==> config.mk <==
export PLATFORM = sky130hd
export DESIGN_NAME = tune_sequencer
export DESIGN_NICKNAME = d
export VERILOG_FILES = /design/src/rtl/tune_pkg.sv /design/src/rtl/tone_gen.sv /design/src/rtl/tune_sequencer.sv
export SDC_FILE = /design/constraint.sdc
export NUM_CORES = 1
export LEC_CHECK = 0
export CORE_UTILIZATION = 40
export CTS_CLUSTER_DIAMETER = 100
export DETAILED_ROUTE_END_ITERATION = 6
export PLACE_DENSITY = 0.65
export SYNTH_ARGS = -nofsm -noshare
export SYNTH_HDL_FRONTEND = slang
export SYNTH_HIERARCHICAL = 1
export SYNTH_SLANG_ARGS = --single-unit
==> constraint.sdc <==
create_clock -name clk -period 5.2 [get_ports clk]
set_input_delay 1.56 -clock clk [delete_from_list [all_inputs] [get_ports clk]]
set_output_delay 1.56 -clock clk [all_outputs]
set_load 0.05 [all_outputs]
==> src/rtl/tune_pkg.sv <==
// Shared definitions for the tune sequencer.
// Holds the ROM note layout, the sequencer state encoding, the start
// addresses of the shipped tunes and the half-period values of the notes
// they use (clk = 50 MHz). The ROM image is built from these constants.
package tune_pkg;

  localparam int DEF_ADDR_W   = 32'sd8;
  localparam int DEF_PERIOD_W = 32'sd20;
  localparam int DEF_DUR_W    = 32'sd16;

  // One ROM word: {last, half_period, duration}
  typedef struct packed {
    logic                    last;
    logic [DEF_PERIOD_W-1:0] half_period;
    logic [DEF_DUR_W-1:0]    duration;
  } note_t;

  typedef enum logic [2:0] {
    IDLE  = 3'd0,
    FETCH = 3'd1,
    LOAD  = 3'd2,
    PLAY  = 3'd3,
    GAP   = 3'd4
  } state_e;

  // Tune start addresses inside the note ROM
  localparam logic [DEF_ADDR_W-1:0] TUNE_START_ADDR = 8'd0;
  localparam logic [DEF_ADDR_W-1:0] TUNE_COIN_ADDR  = 8'd8;
  localparam logic [DEF_ADDR_W-1:0] TUNE_OVER_ADDR  = 8'd16;

  // Half periods in clk cycles at 50 MHz; zero marks a rest
  localparam logic [DEF_PERIOD_W-1:0] HALF_REST = 20'd0;
  localparam logic [DEF_PERIOD_W-1:0] HALF_A4   = 20'd56818;
  localparam logic [DEF_PERIOD_W-1:0] HALF_C5   = 20'd47778;
  localparam logic [DEF_PERIOD_W-1:0] HALF_E5   = 20'd37921;
  localparam logic [DEF_PERIOD_W-1:0] HALF_G5   = 20'd31888;

  // Packs one ROM word
  function automatic note_t mk_note(input logic last,
                                    input logic [DEF_PERIOD_W-1:0] half,
                                    input logic [DEF_DUR_W-1:0] dur);
    note_t n;
    n.last        = last;
    n.half_period = half;
    n.duration    = dur;
    return n;
  endfunction

endpackage

==> src/rtl/tone_gen.sv <==
// Square-wave generator for the buzzer.
// Ports: clk, rst_n (async, active low), restart (start a fresh phase,
// output high first), half_period (cycles per level; 0 = silent),
// out (registered square wave).
module tone_gen #(
  parameter int PERIOD_W = 32'sd20
) (
  input  logic                clk,
  input  logic                rst_n,
  input  logic                restart,
  input  logic [PERIOD_W-1:0] half_period,
  output logic                out
);

  // cnt_q is the 1-based position inside the current level
  logic [PERIOD_W-1:0] cnt_q;
  logic                out_q;

  // Phase counter and registered square-wave level
  always_ff @(posedge clk or negedge rst_n) begin
    if (!rst_n) begin
      cnt_q <= '0;
      out_q <= 1'b0;
    end else if (half_period == '0) begin
      cnt_q <= '0;
      out_q <= 1'b0;
    end else if (restart) begin
      cnt_q <= PERIOD_W'(1);
      out_q <= 1'b1;
    end else if (cnt_q >= half_period) begin
      cnt_q <= PERIOD_W'(1);
      out_q <= ~out_q;
    end else begin
      cnt_q <= cnt_q + PERIOD_W'(1);
    end
  end

  assign out = out_q;

endmodule

==> src/rtl/tune_sequencer.sv <==
// Tune player: walks a note list in an external synchronous ROM and drives
// a square-wave buzzer, with rests, an articulation gap and prioritised
// requests.
// Ports: clk, rst_n (async, active low); req/req_addr/req_prio start
// request; req_ack accept pulse; rom_addr/rom_data note ROM interface
// (data one cycle after address); busy tune in progress; done pulse on
// natural completion; buzzer_out square wave.
module tune_sequencer
  import tune_pkg::*;
#(
  parameter int ADDR_W    = 32'sd8,
  parameter int PERIOD_W  = 32'sd20,
  parameter int DUR_W     = 32'sd16,
  parameter int TICK_DIV  = 32'sd50000,
  parameter int GAP_TICKS = 32'sd10,
  parameter int PRIO_W    = 32'sd2
) (
  input  logic                      clk,
  input  logic                      rst_n,
  input  logic                      req,
  input  logic [ADDR_W-1:0]         req_addr,
  input  logic [PRIO_W-1:0]         req_prio,
  output logic                      req_ack,
  output logic [ADDR_W-1:0]         rom_addr,
  input  logic [PERIOD_W+DUR_W:0]   rom_data,
  output logic                      busy,
  output logic                      done,
  output logic                      buzzer_out
);

  localparam int PRESC_W = (TICK_DIV > 32'sd1) ? $clog2(TICK_DIV) : 32'sd1;
  localparam logic [PRESC_W-1:0] PRESC_LAST = PRESC_W'(TICK_DIV - 32'sd1);
  localparam bit GAP_EN = (GAP_TICKS > 32'sd0);
  localparam logic [DUR_W-1:0] GAP_LAST =
    DUR_W'(GAP_EN ? (GAP_TICKS - 32'sd1) : 32'sd0);

  state_e              state_q, state_d;
  logic [ADDR_W-1:0]   rom_addr_q;
  logic [PRIO_W-1:0]   cur_prio_q;
  logic                busy_q, done_q, ack_q;
  logic                last_q;
  logic [PERIOD_W-1:0] half_q;
  logic [DUR_W-1:0]    dur_q;
  logic [PRESC_W-1:0]  presc_q;
  // Counts elapsed ticks; shared by PLAY (note length) and GAP
  logic [DUR_W-1:0]    tcnt_q;

  logic                tick_s, play_end_s, gap_end_s, note_end_s;
  logic                finish_s, accept_s, tone_restart_s, buzzer_s;
  logic [DUR_W-1:0]    dur_last_s;
  logic [PERIOD_W-1:0] tone_half_s;

  // Tick/end-of-note decode, request acceptance and next state
  always_comb begin
    tick_s     = (presc_q == PRESC_LAST);
    // A zero duration still plays for one tick
    dur_last_s = (dur_q == '0) ? '0 : (dur_q - DUR_W'(1));
    play_end_s = (state_q == PLAY) && tick_s && (tcnt_q == dur_last_s);
    gap_end_s  = (state_q == GAP) && tick_s && (tcnt_q == GAP_LAST);
    note_end_s = GAP_EN ? gap_end_s : play_end_s;
    finish_s   = note_end_s && last_q;
    // Natural completion beats a same-cycle request
    accept_s   = req && ((state_q == IDLE) ||
                         ((req_prio >= cur_prio_q) && !finish_s));
    state_d    = state_q;
    if (accept_s) begin
      state_d = FETCH;
    end else begin
      case (state_q)
        IDLE:  state_d = IDLE;
        FETCH: state_d = LOAD;
        LOAD:  state_d = PLAY;
        PLAY: begin
          if (play_end_s) begin
            state_d = GAP_EN ? GAP : (last_q ? IDLE : FETCH);
          end else begin
            state_d = PLAY;
          end
        end
        GAP: begin
          if (gap_end_s) begin
            state_d = last_q ? IDLE : FETCH;
          end else begin
            state_d = GAP;
          end
        end
        default: state_d = IDLE;
      endcase
    end
    // Tone only sounds while the next cycle is PLAY, so the registered
    // buzzer goes quiet on the very edge that leaves PLAY or accepts a req
    tone_restart_s = (state_q == LOAD);
    tone_half_s    = '0;
    if (state_d == PLAY) begin
      tone_half_s = (state_q == LOAD) ? rom_data[PERIOD_W+DUR_W-1:DUR_W] : half_q;
    end else begin
      tone_half_s = '0;
    end
  end

  // Sequencer state, note registers, prescaler and handshake outputs
  always_ff @(posedge clk or negedge rst_n) begin
    if (!rst_n) begin
      state_q    <= IDLE;
      rom_addr_q <= '0;
      cur_prio_q <= '0;
      busy_q     <= 1'b0;
      done_q     <= 1'b0;
      ack_q      <= 1'b0;
      last_q     <= 1'b0;
      half_q     <= '0;
      dur_q      <= '0;
      presc_q    <= '0;
      tcnt_q     <= '0;
    end else begin
      state_q <= state_d;
      ack_q   <= accept_s;
      busy_q  <= (state_d != IDLE);
      done_q  <= 1'b0;
      if (accept_s) begin
        cur_prio_q <= req_prio;
        rom_addr_q <= req_addr;
      end else begin
        case (state_q)
          LOAD: begin
            last_q  <= rom_data[PERIOD_W+DUR_W];
            half_q  <= rom_data[PERIOD_W+DUR_W-1:DUR_W];
            dur_q   <= rom_data[DUR_W-1:0];
            presc_q <= '0;
            tcnt_q  <= '0;
          end
          PLAY, GAP: begin
            presc_q <= tick_s ? '0 : (presc_q + PRESC_W'(1));
            if (tick_s) begin
              tcnt_q <= tcnt_q + DUR_W'(1);
            end
            // The gap counts its own ticks from zero
            if (play_end_s) begin
              tcnt_q <= '0;
            end
            if (note_end_s) begin
              if (last_q) begin
                done_q     <= 1'b1;
                cur_prio_q <= '0;
              end else begin
                rom_addr_q <= rom_addr_q + ADDR_W'(1);
              end
            end
          end
          default: begin
          end
        endcase
      end
    end
  end

  tone_gen #(
    .PERIOD_W(PERIOD_W)
  ) u_tone (
    .clk        (clk),
    .rst_n      (rst_n),
    .restart    (tone_restart_s),
    .half_period(tone_half_s),
    .out        (buzzer_s)
  );

  assign req_ack    = ack_q;
  assign rom_addr   = rom_addr_q;
  assign busy       = busy_q;
  assign done       = done_q;
  assign buzzer_out = buzzer_s;

endmodule

==> results.yml <==
placed_design:
  place_ws_ns: -0.0470
  dp_hpwl_um: 11300
  dp_cells: 991
  placed_area_mm2: 0.00773
  gp_congestion: 0.836
  numPortBuffers: 61
clocking:
  cts_tree: "done"
  clk_latency_ns: 0.36
  cts-resized-gates: 0
  clk_path_buf_depth: 2
  root_buffer: "clkbuf_16"
  cts_htree_levels: 3
  numCtsBuffers: 9
  post_cts_buffers: 0
  cts_hold_buf: 0
  cts.sinks: 106
  clk_pin_slew_worst_paths_ns: 0.07
grt:
  grt_max_degree: 64
  grt_usage_pct: 19.2
  grt_overflow_total: 0
  antenna_found_initial: 0
  grt_pass1_vias: 5394
  grt_pass1_wl_um: 27000
synth:
  synth.ff_latch_count: 106
  synth_edf_count: 0
  syn-num-nets: 802
  ys_seq_area_share_pct: 38.9
  postSynthAreaPerCell_um2: 9.42
  synth.top_cells.by_count: "106 x dfrtp_1, 70 x nor2_1, 63 x nand2_1"
  post_synth_num_cell_types: 68
  synth_area_leaders: "dfrtp_1 39%, mux2_2 5.3%, ha_1 5.1%, nor2_1 3.9%, mux2i_1 3.5%"
  synth.top_cell.area_share_pct: 38.9
  synth_ff_type: "dfrtp_1"
  synth_top_cell_by_area: "dfrtp_1"
  syn_area_mm2: 0.00682
  synth.most_common_cell: "dfrtp_1"
  synthCells: 724
  ys_async_sr_fraction_pct: 100
  ys_warn_count: 6
sta:
  layout_worst_path_cycle_share_pct: 93.6
  min_period_ns: 4.87
  slew_violations: 0
  slew_headroom_pct: 44.6
  worst_pin_slew_ns: 0.832
  rsz0062_at_grt: "no"
  fin_hold_ws_ns: 0.485
  layout_setup_ws_ns: 0.334
  setup-violations-final: 0
  hold_viol: 0
  clock_skew_ns: 0.00782
  fmax_mhz: 206
routing:
  wirelength_um: 15500
  postRouteAntennaNets: 0
  first_pass_iters: 5
  drt-wirelength-per-cell_um: 15.4
  route.detailed.drc: 0
  num_vias: 5491
  drtIter0Drc: 307
  via_per_inst: 5.45
power:
  leakage_uw: 0.00332
  ir_worst_vdd_mv: 0.245
  power_density_mw_per_mm2: 472
floorplanning:
  coreArea_mm2: 0.0166
  die_width_um: 133
  die_height_um: 133
  die-area_mm2: 0.0176
  num_rows: 47
  ios: 62
  initial_core_util_pct: 41.1
cells_and_area:
  drive_gt1_share_pct: 14.1
  final_net_count: 860
  synthToLayoutAreaGrowth_pct: 17.9
  fin_area_mm2: 0.00804
  final_cells: 1007
  antenna_cells: 0
min_path:
  min_path_type: "reg -> reg"
  hold_depth: 1
critical_path:
  worstSetupPathType: "in -> reg"
  cp.required_ns: 5.48
  start_kind: "input pin"
  path_max_fanout: 20
  cp.arrival_ns: 5.15
  critPathCaptureType: "flop"
  reg2reg_depth: 18
run:
  drv_cap: 0
outcome:
  status: "completed"
cells by family (layout without fill, tap and decap cells):
family / Yosys count / count (layout) / synth area share, %
AOI/OAI and AO/OA: 102 / 102 / 10.0
xor gates and xnor gates: 47 / 47 / 6.04
adders and majority gates: 28 / 28 / 5.14
buffers and inverters: 70 / 133 / 4.66
DFF: 106 / 106 / 38.9
muxes: 57 / 57 / 8.98
and+or+nand+nor: 314 / 314 / 26.2
per-layer routing:
layer | up-vias | global-route usage (%) | part of all wire (%)
met3 | 11 | 3.79 | 3.9
met5 | - | 0 | 0
met1 | 2661 | 27.1 | 50
li1 | 2705 | - | -
met4 | 0 | 4.28 | 0.97
met2 | 114 | 30.4 | 46
layout by cell type, fill, tap and decap left out, types with 23 or more instances in the layout:
| cell | n |
|---|---|
| clkdlybuf4s50_1 | 60 |
| xor2_1 | 23 |
| ha_1 | 28 |
| nand3_1 | 40 |
| o21ai_0 | 35 |
| mux2i_1 | 24 |
| inv_1 | 35 |
| xnor2_1 | 24 |
| dfrtp_1 | 106 |
| mux2_2 | 32 |
| nand2_1 | 63 |
| nor2_1 | 68 |
per-stage QoR:
stage                     setup TNS (ns)  total power, uW  utilization, %
after floorplan                        0             2570               -
after global placement                 0             3070            46.6
after detailed placement          -0.348             3100            46.6
after CTS                              0             3830            48.5
after global routing                   0             4090            48.5
final                                  0             3790            48.5
report_power, final:
part,internal [uW],switching [uW],total [uW],leakage [uW]
sequential,1050,239,1290,0.00135
combinational,792,1000,1790,0.00182
clock,398,315,713,0.000151
total,2240,1550,3790,0.00332
final cells by class:
type                            count  area, um2
Clock buffer                       11        253
Clock inverter                      5       52.6
Fill cell                        1599       8550
Inverter                           35        131
Multi-Input combinational cell    548       3860
Sequential cell                   106       2650
Tap cell                          220        275
Timing Repair Buffer               82        816
registers in the layout, summed over array words and instances, names as in the netlist:
register,flops
half_q,20
u_tone/cnt_q,20
dur_q,16
presc_q,16
tcnt_q,16
rom_addr,8
state_q,3
cur_prio_q,2
busy,1
done,1
last_q,1
req_ack,1
u_tone/out,1
critical path: stages:
cell and delay, ns:
clkdlybuf4s50_1 0.45, inv_1 0.06, ha_1 0.29, nand2b_1 0.14
a21o_1 0.19, o21a_1 0.18, nand2_1 0.09, nand3_1 0.12
buf_12 0.19, nor2_1 0.16, ha_1 0.25, nand2b_4 0.15
a2111oi_4 0.32, o31ai_1 0.14, a2111o_1 0.48, buf_12 0.19
nor3_2 0.15
worst paths after layout:
path,from,to,slack (ns)
worst max-delay path,req_prio[0],u_tone/cnt_q[10]$_DFF_PN0_,0.33
worst min-delay path,presc_q[15]$_DFFE_PN0P_,presc_q[15]$_DFFE_PN0P_,0.49
worst max register to register,dur_q[0]$_DFFE_PN0P_,u_tone/cnt_q[10]$_DFF_PN0_,0.57
worst min register to register,presc_q[15]$_DFFE_PN0P_,presc_q[15]$_DFFE_PN0P_,0.49
max in group asynchronous,rst_n,dur_q[4]$_DFFE_PN0P_,3.04
min in group asynchronous,rst_n,presc_q[9]$_DFFE_PN0P_,1.29
Note: power is estimated with default switching activity, not from simulation.
